$ cat src/rtl/cdb_arbiter_if.sv
// Result handoff from the functional units and the registered Common Data Bus broadcast.
// The functional-unit side drives through master; the arbiter receives through slave.
interface cdb_arbiter_if #(
    parameter int NUM_REQ = 3,
    parameter int DATA_W  = 16,
    parameter int TAG_W   = 3,
    parameter int IDX_W   = 3
);
    localparam int SRC_W = (NUM_REQ > 1) ? $clog2(NUM_REQ) : 1;
    localparam int CNT_W = $clog2(NUM_REQ + 1);

    logic [NUM_REQ-1:0]        req_valid;
    logic [NUM_REQ-1:0]        req_ready;
    logic [NUM_REQ*TAG_W-1:0]  req_tag;
    logic [NUM_REQ*IDX_W-1:0]  req_idx;
    logic [NUM_REQ*DATA_W-1:0] req_data;

    logic                      cdb_valid;
    logic [TAG_W-1:0]          cdb_tag;
    logic [IDX_W-1:0]          cdb_idx;
    logic [DATA_W-1:0]         cdb_data;
    logic [SRC_W-1:0]          cdb_src;
    logic [CNT_W-1:0]          pending;

    modport master (
        output req_valid, req_tag, req_idx, req_data,
        input  req_ready, cdb_valid, cdb_tag, cdb_idx, cdb_data, cdb_src, pending
    );

    modport slave (
        input  req_valid, req_tag, req_idx, req_data,
        output req_ready, cdb_valid, cdb_tag, cdb_idx, cdb_data, cdb_src, pending
    );
endinterface

$ cat src/rtl/cdb_arbiter.sv
// Round-robin arbiter sharing the Common Data Bus: one holding slot per functional unit,
// at most one slot granted per cycle onto a registered broadcast.
module cdb_arbiter #(
    parameter int NUM_REQ = 3,
    parameter int DATA_W  = 16,
    parameter int TAG_W   = 3,
    parameter int IDX_W   = 3
) (
    input logic          clock,
    input logic          reset,
    cdb_arbiter_if.slave bus
);
    localparam int SRC_W = (NUM_REQ > 1) ? $clog2(NUM_REQ) : 1;
    localparam int CNT_W = $clog2(NUM_REQ + 1);

    typedef enum logic {EMPTY = 1'b0, FULL = 1'b1} slot_state_e;

    slot_state_e       state_q [NUM_REQ];
    slot_state_e       state_d [NUM_REQ];
    logic [TAG_W-1:0]  tag_q   [NUM_REQ];
    logic [TAG_W-1:0]  tag_d   [NUM_REQ];
    logic [IDX_W-1:0]  idx_q   [NUM_REQ];
    logic [IDX_W-1:0]  idx_d   [NUM_REQ];
    logic [DATA_W-1:0] data_q  [NUM_REQ];
    logic [DATA_W-1:0] data_d  [NUM_REQ];

    logic [SRC_W-1:0]  rr_ptr_q, rr_ptr_d;
    logic              cdb_valid_q, cdb_valid_d;
    logic [TAG_W-1:0]  cdb_tag_q, cdb_tag_d;
    logic [IDX_W-1:0]  cdb_idx_q, cdb_idx_d;
    logic [DATA_W-1:0] cdb_data_q, cdb_data_d;
    logic [SRC_W-1:0]  cdb_src_q, cdb_src_d;
    logic [CNT_W-1:0]  pending_q, pending_d;

    logic              grant_vld;
    logic [SRC_W-1:0]  grant_idx;

    // NOTE: the slot payload registers are reset too, so no X can ever reach the bus outputs.
    always_ff @(posedge clock or posedge reset) begin
        if (reset) begin
            for (int i = 0; i < NUM_REQ; i++) begin
                state_q[i] <= EMPTY;
                tag_q[i]   <= '0;
                idx_q[i]   <= '0;
                data_q[i]  <= '0;
            end
            rr_ptr_q    <= '0;
            cdb_valid_q <= 1'b0;
            cdb_tag_q   <= '0;
            cdb_idx_q   <= '0;
            cdb_data_q  <= '0;
            cdb_src_q   <= '0;
            pending_q   <= '0;
        end else begin
            // NOTE: non-blocking here so every flop samples pre-edge values regardless of order.
            state_q     <= state_d;
            tag_q       <= tag_d;
            idx_q       <= idx_d;
            data_q      <= data_d;
            rr_ptr_q    <= rr_ptr_d;
            cdb_valid_q <= cdb_valid_d;
            cdb_tag_q   <= cdb_tag_d;
            cdb_idx_q   <= cdb_idx_d;
            cdb_data_q  <= cdb_data_d;
            cdb_src_q   <= cdb_src_d;
            pending_q   <= pending_d;
        end
    end

    // First FULL slot at or after rr_ptr, wrapping modulo NUM_REQ.
    always_comb begin
        int cand;
        // NOTE: every comb output gets a default first so no path can infer a latch.
        grant_vld = 1'b0;
        grant_idx = '0;
        cand      = 0;
        for (int k = 0; k < NUM_REQ; k++) begin
            cand = int'(rr_ptr_q) + k;
            if (cand >= NUM_REQ) cand = cand - NUM_REQ;
            if (!grant_vld && state_q[SRC_W'(cand)] == FULL) begin
                grant_vld = 1'b1;
                grant_idx = SRC_W'(cand);
            end
        end
    end

    always_comb begin
        pending_d = '0;
        for (int i = 0; i < NUM_REQ; i++) begin
            state_d[i] = state_q[i];
            tag_d[i]   = tag_q[i];
            idx_d[i]   = idx_q[i];
            data_d[i]  = data_q[i];
            // A granted slot is FULL, so it cannot also accept on the same edge.
            if (state_q[i] == EMPTY && bus.req_valid[i]) begin
                state_d[i] = FULL;
                tag_d[i]   = bus.req_tag[i*TAG_W +: TAG_W];
                idx_d[i]   = bus.req_idx[i*IDX_W +: IDX_W];
                data_d[i]  = bus.req_data[i*DATA_W +: DATA_W];
            end else if (grant_vld && grant_idx == SRC_W'(i)) begin
                state_d[i] = EMPTY;
            end
            if (state_d[i] == FULL) pending_d = pending_d + CNT_W'(1);
        end

        rr_ptr_d    = rr_ptr_q;
        cdb_valid_d = grant_vld;
        cdb_tag_d   = cdb_tag_q;
        cdb_idx_d   = cdb_idx_q;
        cdb_data_d  = cdb_data_q;
        cdb_src_d   = cdb_src_q;
        if (grant_vld) begin
            rr_ptr_d   = (grant_idx == SRC_W'(NUM_REQ - 1)) ? '0 : grant_idx + 1'b1;
            cdb_tag_d  = tag_q[grant_idx];
            cdb_idx_d  = idx_q[grant_idx];
            cdb_data_d = data_q[grant_idx];
            cdb_src_d  = grant_idx;
        end
    end

    always_comb begin
        for (int i = 0; i < NUM_REQ; i++) begin
            bus.req_ready[i] = (state_q[i] == EMPTY);
        end
        bus.cdb_valid = cdb_valid_q;
        bus.cdb_tag   = cdb_tag_q;
        bus.cdb_idx   = cdb_idx_q;
        bus.cdb_data  = cdb_data_q;
        bus.cdb_src   = cdb_src_q;
        bus.pending   = pending_q;
    end
endmodule

$ cat src/flat_wrapper.sv
// flat-port wrapper written by rule: the top's interface ports become plain ports
module cdb_arbiter_flat 
#(
    parameter int NUM_REQ = 3,
    parameter int DATA_W  = 16,
    parameter int TAG_W   = 3,
    parameter int IDX_W   = 3
)
  (clock, reset, bus_req_valid, bus_req_tag, bus_req_idx, bus_req_data, bus_req_ready, bus_cdb_valid, bus_cdb_tag, bus_cdb_idx, bus_cdb_data, bus_cdb_src, bus_pending);
  cdb_arbiter_if #(.NUM_REQ(NUM_REQ), .DATA_W(DATA_W), .TAG_W(TAG_W), .IDX_W(IDX_W)) bus_i ();
  input logic clock;
  input logic reset;
  input wire logic [$bits(bus_i.req_valid)-1:0] bus_req_valid;
  input wire logic [$bits(bus_i.req_tag)-1:0] bus_req_tag;
  input wire logic [$bits(bus_i.req_idx)-1:0] bus_req_idx;
  input wire logic [$bits(bus_i.req_data)-1:0] bus_req_data;
  output wire logic [$bits(bus_i.req_ready)-1:0] bus_req_ready;
  output wire logic [$bits(bus_i.cdb_valid)-1:0] bus_cdb_valid;
  output wire logic [$bits(bus_i.cdb_tag)-1:0] bus_cdb_tag;
  output wire logic [$bits(bus_i.cdb_idx)-1:0] bus_cdb_idx;
  output wire logic [$bits(bus_i.cdb_data)-1:0] bus_cdb_data;
  output wire logic [$bits(bus_i.cdb_src)-1:0] bus_cdb_src;
  output wire logic [$bits(bus_i.pending)-1:0] bus_pending;
  assign bus_i.req_valid = bus_req_valid;
  assign bus_i.req_tag = bus_req_tag;
  assign bus_i.req_idx = bus_req_idx;
  assign bus_i.req_data = bus_req_data;
  assign bus_req_ready = bus_i.req_ready;
  assign bus_cdb_valid = bus_i.cdb_valid;
  assign bus_cdb_tag = bus_i.cdb_tag;
  assign bus_cdb_idx = bus_i.cdb_idx;
  assign bus_cdb_data = bus_i.cdb_data;
  assign bus_cdb_src = bus_i.cdb_src;
  assign bus_pending = bus_i.pending;
  cdb_arbiter #(.NUM_REQ(NUM_REQ), .DATA_W(DATA_W), .TAG_W(TAG_W), .IDX_W(IDX_W)) u_core (.clock(clock), .reset(reset), .bus(bus_i));
endmodule
$ cat config.mk
export PLATFORM = sky130hd
export DESIGN_NAME = cdb_arbiter_flat
export DESIGN_NICKNAME = d
export VERILOG_FILES = /design/src/rtl/cdb_arbiter_if.sv /design/src/rtl/cdb_arbiter.sv /design/src/flat_wrapper.sv
export SDC_FILE = /design/constraint.sdc
export NUM_CORES = 1
export LEC_CHECK = 0
export CAP_MARGIN = 5
export CORE_AREA = 3 3 94 96
export CTS_BUF_LIST = sky130_fd_sc_hd__clkbuf_16
export CTS_CLUSTER_SIZE = 10
export DETAILED_ROUTE_END_ITERATION = 8
export DIE_AREA = 0 0 97 99
export PLACE_DENSITY = 0.94
export RECOVER_POWER = 100
export SKIP_CTS_REPAIR_TIMING = 1
export SLEW_MARGIN = 20
export SYNTH_ARGS = -nofsm -noshare
export SYNTH_HDL_FRONTEND = slang
export SYNTH_SLANG_ARGS = --single-unit
$ cat constraint.sdc
create_clock -name clock -period 5.84 [get_ports clock]
set_clock_uncertainty 0.2 [all_clocks]
set_input_delay 0.876 -clock clock [delete_from_list [all_inputs] [get_ports clock]]
set_output_delay 0.876 -clock clock [all_outputs]
set_load 0.02 [all_outputs]
-- Word-level counts from Yosys, hierarchy flattened
Index checks and enable logic that the tools add are counted.
- eq/ne operators: 2
- $add $sub $neg: 8
- reduce and logical (&&, ||, !) cells: 11
- multiplexer cells: 37
- bitwise gates (word level): 7
- order comparisons: 7
- operators by type and width (cell ; number):
    binary-select mux 16 bit (select 2 bit) ; 1
    two-way mux 16 bit ; 2
    two-way mux 2 bit ; 9
    two-way mux 1 bit ; 16
    binary-select mux 3 bit (select 2 bit) ; 2
    two-way mux 3 bit ; 4
    greater-or-equal comparator 2 x 3 -> 1 bit (second input constant) ; 3
    logical AND 1 bit ; 8
    binary-select mux 1 bit (select 2 bit) ; 3
    greater-or-equal comparator 3 x 2 -> 1 bit (second input constant) ; 2
    NOT 2 bit ; 3
    adder 2 x 1 -> 2 bit (second input constant) ; 2
    subtractor 2 x 1 -> 2 bit (second input constant) ; 2
    adder 2 x 1 -> 3 bit (second input constant) ; 1
    adder 2 x 2 -> 3 bit (second input constant) ; 1
    greater-or-equal comparator 3 bit (second input constant) ; 1
    NOT 1 bit ; 3
    NOT 2 -> 3 bit ; 1
    adder 1 x 1 -> 2 bit (second input constant) ; 1
    equality test 2 x 1 -> 1 bit (second input constant) ; 1
    equality test 2 bit (second input constant) ; 1
    greater-or-equal comparator 2 bit (second input constant) ; 1
    logical NOT 1 bit ; 2
    logical NOT 2 bit ; 1
    subtractor 2 bit (second input constant) ; 1
- output and inout port bits: 30
- word-level logic and storage cells: 91
- bits in registers: 98
- bits of input ports: 71

-- Logic depth before layout (Yosys ltp)
Gate-level depths: netlist of run 1.
- word-level depth: 22
- gate-level depth with buffers: 12
- mapped depth without buffers: 10

-- Worst setup path before layout of run 1
No wires, ideal clock.
- path kind: register -> register
- from: register u_core.rr_ptr_q[0]
- to: register u_core.pending_q[0] (netlist: u_core.bus.pending[0])
- setup time: 0.125 ns
- buffers on the path: 3
- slack: 3.003 ns
- period minus slack after synthesis: 2.837 ns
- data arrival time: 2.512 ns
- stages on the path, launching flop included: 13
- data required time: 5.515 ns
- path through: dfrtp_1 > inv_1 > ha_1 > buf_4 > mux2i_1 > o32ai_1 > a31o_1 > and3_1 > buf_6 > buf_6 > nor2_1 > ha_1 > xor2_1
- cells in the longest elaborated chain, start to end: 22
- elaborated cells between the ends (all ways): 50
- ends and longest elaborated chain (element ; RTL line ; source):
    start, declared ; cdb_arbiter.sv:27 ; logic [SRC_W-1:0] rr_ptr_q, rr_ptr_d;
    start signal, assigned ; cdb_arbiter.sv:60 ; rr_ptr_q <= rr_ptr_d;
    branches (longest 21 deep; another with adder 2 x 1 -> 3 bit) ; - ;
    two-way mux 2 bit * ; cdb_arbiter.sv:103 ; if (state_d[i] == FULL) pending_d = pending_d + CNT_W'(1);
    net u_core.pending_d[0] ; cdb_arbiter.sv:33 ; logic [CNT_W-1:0] pending_q, pending_d;
    end signal, assigned ; cdb_arbiter.sv:66 ; pending_q <= pending_d;
    end, declared ; cdb_arbiter.sv:33 ;
Mark *: on every way through the listed nets, which the timed path passes. The select of a mux whose other input is x is not followed.
A chain may end at the register's enable or synchronous reset.

-- Final worst setup path of run 1
- from: register u_core.rr_ptr_q[0]
- to: register u_core.cdb_tag_q[0] (netlist: u_core.bus.cdb_tag[0])
- cells in the longest elaborated chain, start to end: 17
- elaborated cells between the ends (all ways): 37
- ends and longest elaborated chain (element ; RTL line ; source):
    branches (longest 17 deep; another with adder 2 x 1 -> 3 bit) ; - ;
    end signal, assigned ; cdb_arbiter.sv:62 ; cdb_tag_q <= cdb_tag_d;
    end, declared ; cdb_arbiter.sv:29 ; logic [TAG_W-1:0] cdb_tag_q, cdb_tag_d;
Parallel ways; which one is timed is not known. The select of a mux whose other input is x is not followed.

==> results of run 1 <==
==> critical path, stage by stage, from the launching register on <==
cell	delay [ns]
dfrtp_1	0.38
inv_1	0.09
ha_1	0.46
mux2i_1	0.33
o22a_1	0.33
and3_1	0.24
clkbuf_1	0.82
nor2_1	0.59
a32oi_1	0.36
nand2_1	0.08
==> path summary, 6_finish.rpt <==
kind	endpoint	slack (ns)	cells past startpoint
max reg2reg	u_core.bus.cdb_tag[0]	1.82	9
min reg2reg	u_core.bus.cdb_src[0]	0.28	1
max in group asynchronous	u_core.data_q[31]	2.22	3
max	u_core.bus.cdb_tag[0]	1.82	9
min	u_core.bus.cdb_src[0]	0.28	1
min in group asynchronous	u_core.data_q[43]	1.12	2
==> cell families (layout without fill, tap and decap cells) <==
logic type / count (synthesis) / after routing / share of synthesized area
compound gates: 69 / 69 / 0.127
xor+xnor: 1 / 1 / 0.00206
fa+ha+maj: 5 / 5 / 0.0147
buf+inv: 27 / 127 / 0.0326
flops: 98 / 98 / 0.576
mux: 79 / 79 / 0.205
simple gates: 34 / 34 / 0.0429
==> per-stage QoR <==
step / util / power, uW / setup slack (ns)
6_report: 0.689 / 3960 / 1.82
5_1_grt: 0.689 / 4230 / 1.49
3_3_place_gp: 0.655 / 3300 / 2.20
4_1_cts: 0.693 / 4040 / 1.93
3_5_place_dp: 0.655 / 3410 / 2.03
2_1_floorplan: - / 2830 / 2.20
==> per-layer routing <==
layer / up-vias / routed length, um / part of all wire
li1: 1347 / - / -
met1: 1519 / 3840 / 0.39
met2: 109 / 5370 / 0.54
met3: 13 / 583 / 0.059
met4: 0 / 94 / 0.0095
met5: - / 0 / 0
==> power breakdown <==
group,internal (uW),switching (uW)
Clock,370,243
Combinational,913,1160
Sequential,1060,214
Total,2350,1610
==> area by class of cell <==
cell class | instances | area (um2)
Fill cell | 566 | 2530
Sequential cell | 98 | 2450
Multi-Input combinational cell | 188 | 1660
Timing Repair Buffer | 105 | 1020
Clock buffer | 9 | 225
Tap cell | 105 | 131
Clock inverter | 6 | 83.8
Inverter | 7 | 27.5
==> state kept, by name (all words and copies together), names as in the netlist <==
| register | flops |
|---|---|
| u_core.rr_ptr_q | 2 |
| u_core.bus.cdb_data | 16 |
| u_core.state_q | 3 |
| u_core.data_q | 48 |
| u_core.bus.cdb_tag | 3 |
| u_core.bus.pending | 2 |
| u_core.bus.cdb_idx | 3 |
| u_core.idx_q | 9 |
| u_core.bus.cdb_valid | 1 |
| u_core.tag_q | 9 |
| u_core.bus.cdb_src | 2 |
==> placed cells by master, fill, tap and decap left out, types with 2 or more instances in the layout <==
master / n
dfrtp_1: 98
ha_1: 5
inv_1: 6
o22ai_1: 8
o21ai_0: 11
mux2i_1: 12
nor2b_1: 4
clkbuf_16: 9
bufinv_16: 2
nor2_1: 5
a22oi_1: 12
clkbuf_1: 4
a22oi_2: 8
a32oi_1: 8
dlygate4sd3_1: 34
a21oi_1: 9
mux2_2: 67
a21o_1: 3
nand2b_1: 2
clkdlybuf4s50_1: 66
and3_1: 3
nand2_1: 13
o22a_1: 3
clkinvlp_4: 2
==> flow_summary_export.csv, run 1 <==
group,metric,value,unit
cells_and_area,layout-drive-gt1-share,0.232,
yosys,yosysMostFrequentCell,"dfrtp_1",
timing,fmax,249,MHz
yosys,ys_seq_area_frac,0.576,
timing,setup_viol,0,
timing,drv_slew,65,
setup_path,worst_setup_path_start_kind,"register",
yosys,synth_nets,389,
clock_network,htree_levels,3,
min_path,hold_class,"reg -> reg",
floorplan,fp.dieArea,9600,um2
global_route,grt_pass1_wl,16300,um
setup_path,cp.required,5.86,ns
global_route,grt_use_met2,0.383,
routing,dr.pass1.iters,4,
placement,placed_area,5330,um2
timing,fin_crit_sh,0.688,
yosys,ys.flop_type,"dfrtp_1",
clock_network,clockRootBuffer,"clkbuf_16",
routing,route.vias.total,2988,
cells_and_area,finish.instance_area,5600,um2
clock_network,path_clk_slew,0.06,ns
yosys,syn-cell-area,4260,um2
yosys,synth-async-reset-ratio,1.00,
setup_path,reg2reg_from,"u_core.rr_ptr_q[0]",
global_route,grt_use_total,0.212,
floorplan,num_rows,33,
timing,timing.hold.ws,0.281,ns
yosys,synth_area_leader_cell,"dfrtp_1",
clock_network,cts_tree,"done",
power_and_ir_drop,powerDensity,707,nW/um2
yosys,yosysUniqueCellTypes,42,
floorplan,start_util,0.524,
setup_path,worstSetupStartpoint,"u_core.rr_ptr_q[0]",
setup_path,end_kind,"register",
setup_path,cp_data_arrival_time,4.03,ns
cells_and_area,syn_to_final_growth,31.5,%
yosys,netlist_instances,313,
yosys,synth_top_area_frac,0.576,
yosys,synth.avg_cell_area,13.6,um2
floorplan,die_h,99,um
yosys,synth.top_cells.by_count,"98 x dfrtp_1, 67 x mux2_2, 13 x nand2_1, 12 x a22oi_1, 12 x mux2i_1",
yosys,synth.top_cells.by_area,"dfrtp_1 58%, mux2_2 18%, mux2i_1 2.8%",
yosys,synth_seq_cells,98,
setup_path,critPathKind,"reg -> reg",
global_route,overflow,0,
global_route,grt.busiest_layer,"met2",
setup_path,worstPathMaxFanout,24,
placement,io_buffers,100,
routing,vias_per_cell,5.77,
global_route,antenna_found_initial,0,
routing,finalWirelength,9890,um
power_and_ir_drop,power.leakage,0.00235,uW
timing,period_needed,4.02,ns
routing,drt_iter0_markers,137,
routing,wire_per_inst,19.1,um
floorplan,core,8130,um2
timing,tightest_slew,1.55,ns
power_and_ir_drop,vdd_ir_drop_max,0.365,mV
placement,gp_congestion,0.870,
timing,final_hold_viol_count,0,
clock_network,clock_sinks,98,
cells_and_area,nets,485,
global_route,grt_use_met1,0.260,
routing,drcViolationCount,0,
outcome,violations,"max-capacitance violations, max-slew violations",
clock_network,clock_latency,0.34,ns
cells_and_area,fin_cells,518,
floorplan,io_pins,101,
global_route,met3_usage,0.0389,
yosys,yosys_warnings,0,
global_route,grt_pass1_vias,3280,
clock_network,cts_inserted_buffers,9,
min_path,min-delay-start,"u_core.bus.cdb_src[0]",
global_route,grt_max_degree,65,
routing,antenna_left,0,
outcome,status,"complete, but fails checks",
clock_network,cts_max_path_buffers,2,
placement,dp_cells,503,
timing,slew_headroom,-0.0338,
floorplan,die_w,97,um
cells_and_area,antenna_cells,0,
placement,dp_hpwl,6730,um
run,maxCapViolCount,1,
yosys,synth_edf_count,0,
timing,rsz0062_at_grt,"no",
timing,fin_tns_setup,0,ns
(Power assumes the default switching activity.)
==> run 2: changes to the inputs <==
--- a/config.mk
+++ b/config.mk
@@ -6,12 +6,12 @@
 export NUM_CORES = 1
 export LEC_CHECK = 0
 export CAP_MARGIN = 5
-export CORE_AREA = 3 3 94 96
+export CORE_AREA = 3 3 102 104
 export CTS_BUF_LIST = sky130_fd_sc_hd__clkbuf_16
 export CTS_CLUSTER_SIZE = 10
 export DETAILED_ROUTE_END_ITERATION = 8
-export DIE_AREA = 0 0 97 99
-export PLACE_DENSITY = 0.94
+export DIE_AREA = 0 0 105 107
+export PLACE_DENSITY = 0.86
 export RECOVER_POWER = 100
 export SKIP_CTS_REPAIR_TIMING = 1
 export SLEW_MARGIN = 20
==> constraint.sdc (replaced) <==
create_clock -name clock -period 3.5 [get_ports clock]
set_clock_uncertainty 0.2 [all_clocks]
set_input_delay 0.525 -clock clock [delete_from_list [all_inputs] [get_ports clock]]
set_output_delay 0.525 -clock clock [all_outputs]
set_load 0.02 [all_outputs]
==> run 2 against run 1 <==
  * The run still ends with max-capacitance violations, max-slew violations left
  * Largest power group unchanged
  * Clock-buffer cell count stayed put
  * Hold slack worse by 0.0025 ns
  * Routed wire length is 2.5% higher
  * Critical path type unchanged
  * Cell area is 1.0% higher
  * Setup slack worse by 1.5 ns
==> flow_summary_export.csv, run 2 (synthesized netlist as in run 1, its figures left out) <==
group,metric,value,unit
floorplan,io_pins,101,
timing,tightest_slew,1.86,ns
timing,rsz0062_at_grt,"no",
cells_and_area,fill_cells,820,
clock_network,cts_inserted_buffers,9,
global_route,overflow,0,
setup_path,worstPathMaxFanout,24,
floorplan,fp.dieArea,11200,um2
placement,dp_hpwl,7260,um
power_and_ir_drop,power.leakage,0.00237,uW
routing,drt_iter0_markers,135,
cells_and_area,final_common_cell,"dfrtp_1",
timing,setup_viol,0,
power_and_ir_drop,vdd_ir_drop_max,0.577,mV
cells_and_area,fin_cells,553,
floorplan,die_h,107,um
cells_and_area,final_cell_mix,"98 x dfrtp_1, 67 x mux2_2, 66 x clkdlybuf4s50_1, 34 x dlygate4sd3_1, 13 x nand2_1",
clock_network,cts_tree,"done",
setup_path,end_kind,"register",
routing,route.vias.total,3016,
outcome,status,"complete, but fails checks",
outcome,violations,"max-capacitance violations, max-slew violations",
setup_path,worst_setup_path_start_kind,"register",
setup_path,cp_data_arrival_time,3.19,ns
timing,fin_tns_setup,0,ns
floorplan,start_util,0.442,
clock_network,clock_latency,0.34,ns
timing,fmax,314,MHz
clock_network,clockRootBuffer,"clkbuf_16",
global_route,antenna_found_initial,0,
setup_path,critPathKind,"reg -> reg",
clock_network,htree_levels,3,
cells_and_area,post-route-util,0.587,
min_path,hold_class,"reg -> reg",
timing,drv_slew,45,
clock_network,cts_max_path_buffers,2,
global_route,grt_pass1_vias,3272,
placement,dp_cells,537,
cells_and_area,nets,491,
clock_network,clock_sinks,98,
routing,antenna_left,0,
routing,dr.pass1.iters,4,
timing,slew_headroom,-0.246,
cells_and_area,syn_to_final_growth,32.9,%
global_route,grt_pass1_wl,16400,um
floorplan,die_w,105,um
cells_and_area,layout-drive-gt1-share,0.236,
cells_and_area,antenna_cells,0,
run,maxCapViolCount,1,
setup_path,cp.required,3.50,ns
routing,drcViolationCount,0,
floorplan,core,9640,um2
placement,io_buffers,100,
placement,gp_congestion,0.877,
cells_and_area,largest_reg_flops,48,
routing,finalWirelength,10100,um
routing,wire_per_inst,18.3,um
cells_and_area,regMostFlops,"u_core.data_q",
timing,fin_crit_sh,0.911,
clock_network,path_clk_slew,0.07,ns
power_and_ir_drop,powerDensity,1180,nW/um2
timing,final_hold_viol_count,0,
floorplan,num_rows,36,
timing,period_needed,3.19,ns
global_route,grt_use_total,0.187,
timing,timing.hold.ws,0.278,ns
global_route,grt_max_degree,56,
routing,vias_per_cell,5.45,
run 2: path summary, 6_finish.rpt:
check	start	to	slack, ns	depth (start not counted)
max	u_core.rr_ptr_q[0]	u_core.bus.cdb_data[13]	0.31	9
min	u_core.bus.cdb_data[4]	u_core.bus.cdb_data[4]	0.28	2
max reg2reg	u_core.rr_ptr_q[0]	u_core.bus.cdb_data[13]	0.31	9
min reg2reg	u_core.bus.cdb_data[4]	u_core.bus.cdb_data[4]	0.28	2
max in group asynchronous	reset	u_core.data_q[15]	0.64	3
min in group asynchronous	reset	u_core.data_q[30]	0.92	2
run 2: metrics by stage:
stage	worst slack, ns	power [uW]	instance area (um2)
floorplan	0.213	4730	4260
global placement	0.642	5660	5420
detailed placement	0.495	5840	5420
CTS	0.469	6840	5720
global route	0.154	7140	5660
finish	0.312	6660	5660
run 2: worst max-delay path, cell delays in order, from the launching register on:
cell and delay (ns):
dfrtp_1 0.40, inv_1 0.09, ha_1 0.45, mux2i_1 0.29, o22a_1 0.31, and3_1 0.22
clkbuf_2 0.47, nor2_4 0.22, a32oi_1 0.30, nand2_1 0.11
run 2: layer usage:
layer,vias to the layer above,GRT usage,wire [um]
met5,-,0,0
met3,16,0.0458,701
li1,1353,-,-
met2,120,0.314,5280
met1,1527,0.237,4040
met4,0,0.0628,125
run 2: power by group:
group          switching (uW)  total (uW)  internal, uW  leakage, uW
Sequential                361        2130          1770      0.00115
Clock                     422         974           553     0.000141
Combinational            1970        3550          1590      0.00107
Total                    2750        6660          3910      0.00237
run 2: cell type report:
| cell class | count | area, um2 | area share |
|---|---|---|---|
| inverter | 7 | 27.5 | 0.00486 |
| clock buffer | 9 | 225 | 0.0398 |
| multi-input combinational | 188 | 1660 | 0.294 |
| clock inverter | 7 | 70.1 | 0.0124 |
| timing repair buffer | 111 | 1060 | 0.187 |
| sequential | 98 | 2450 | 0.433 |
| tap | 133 | 166 | 0.0294 |
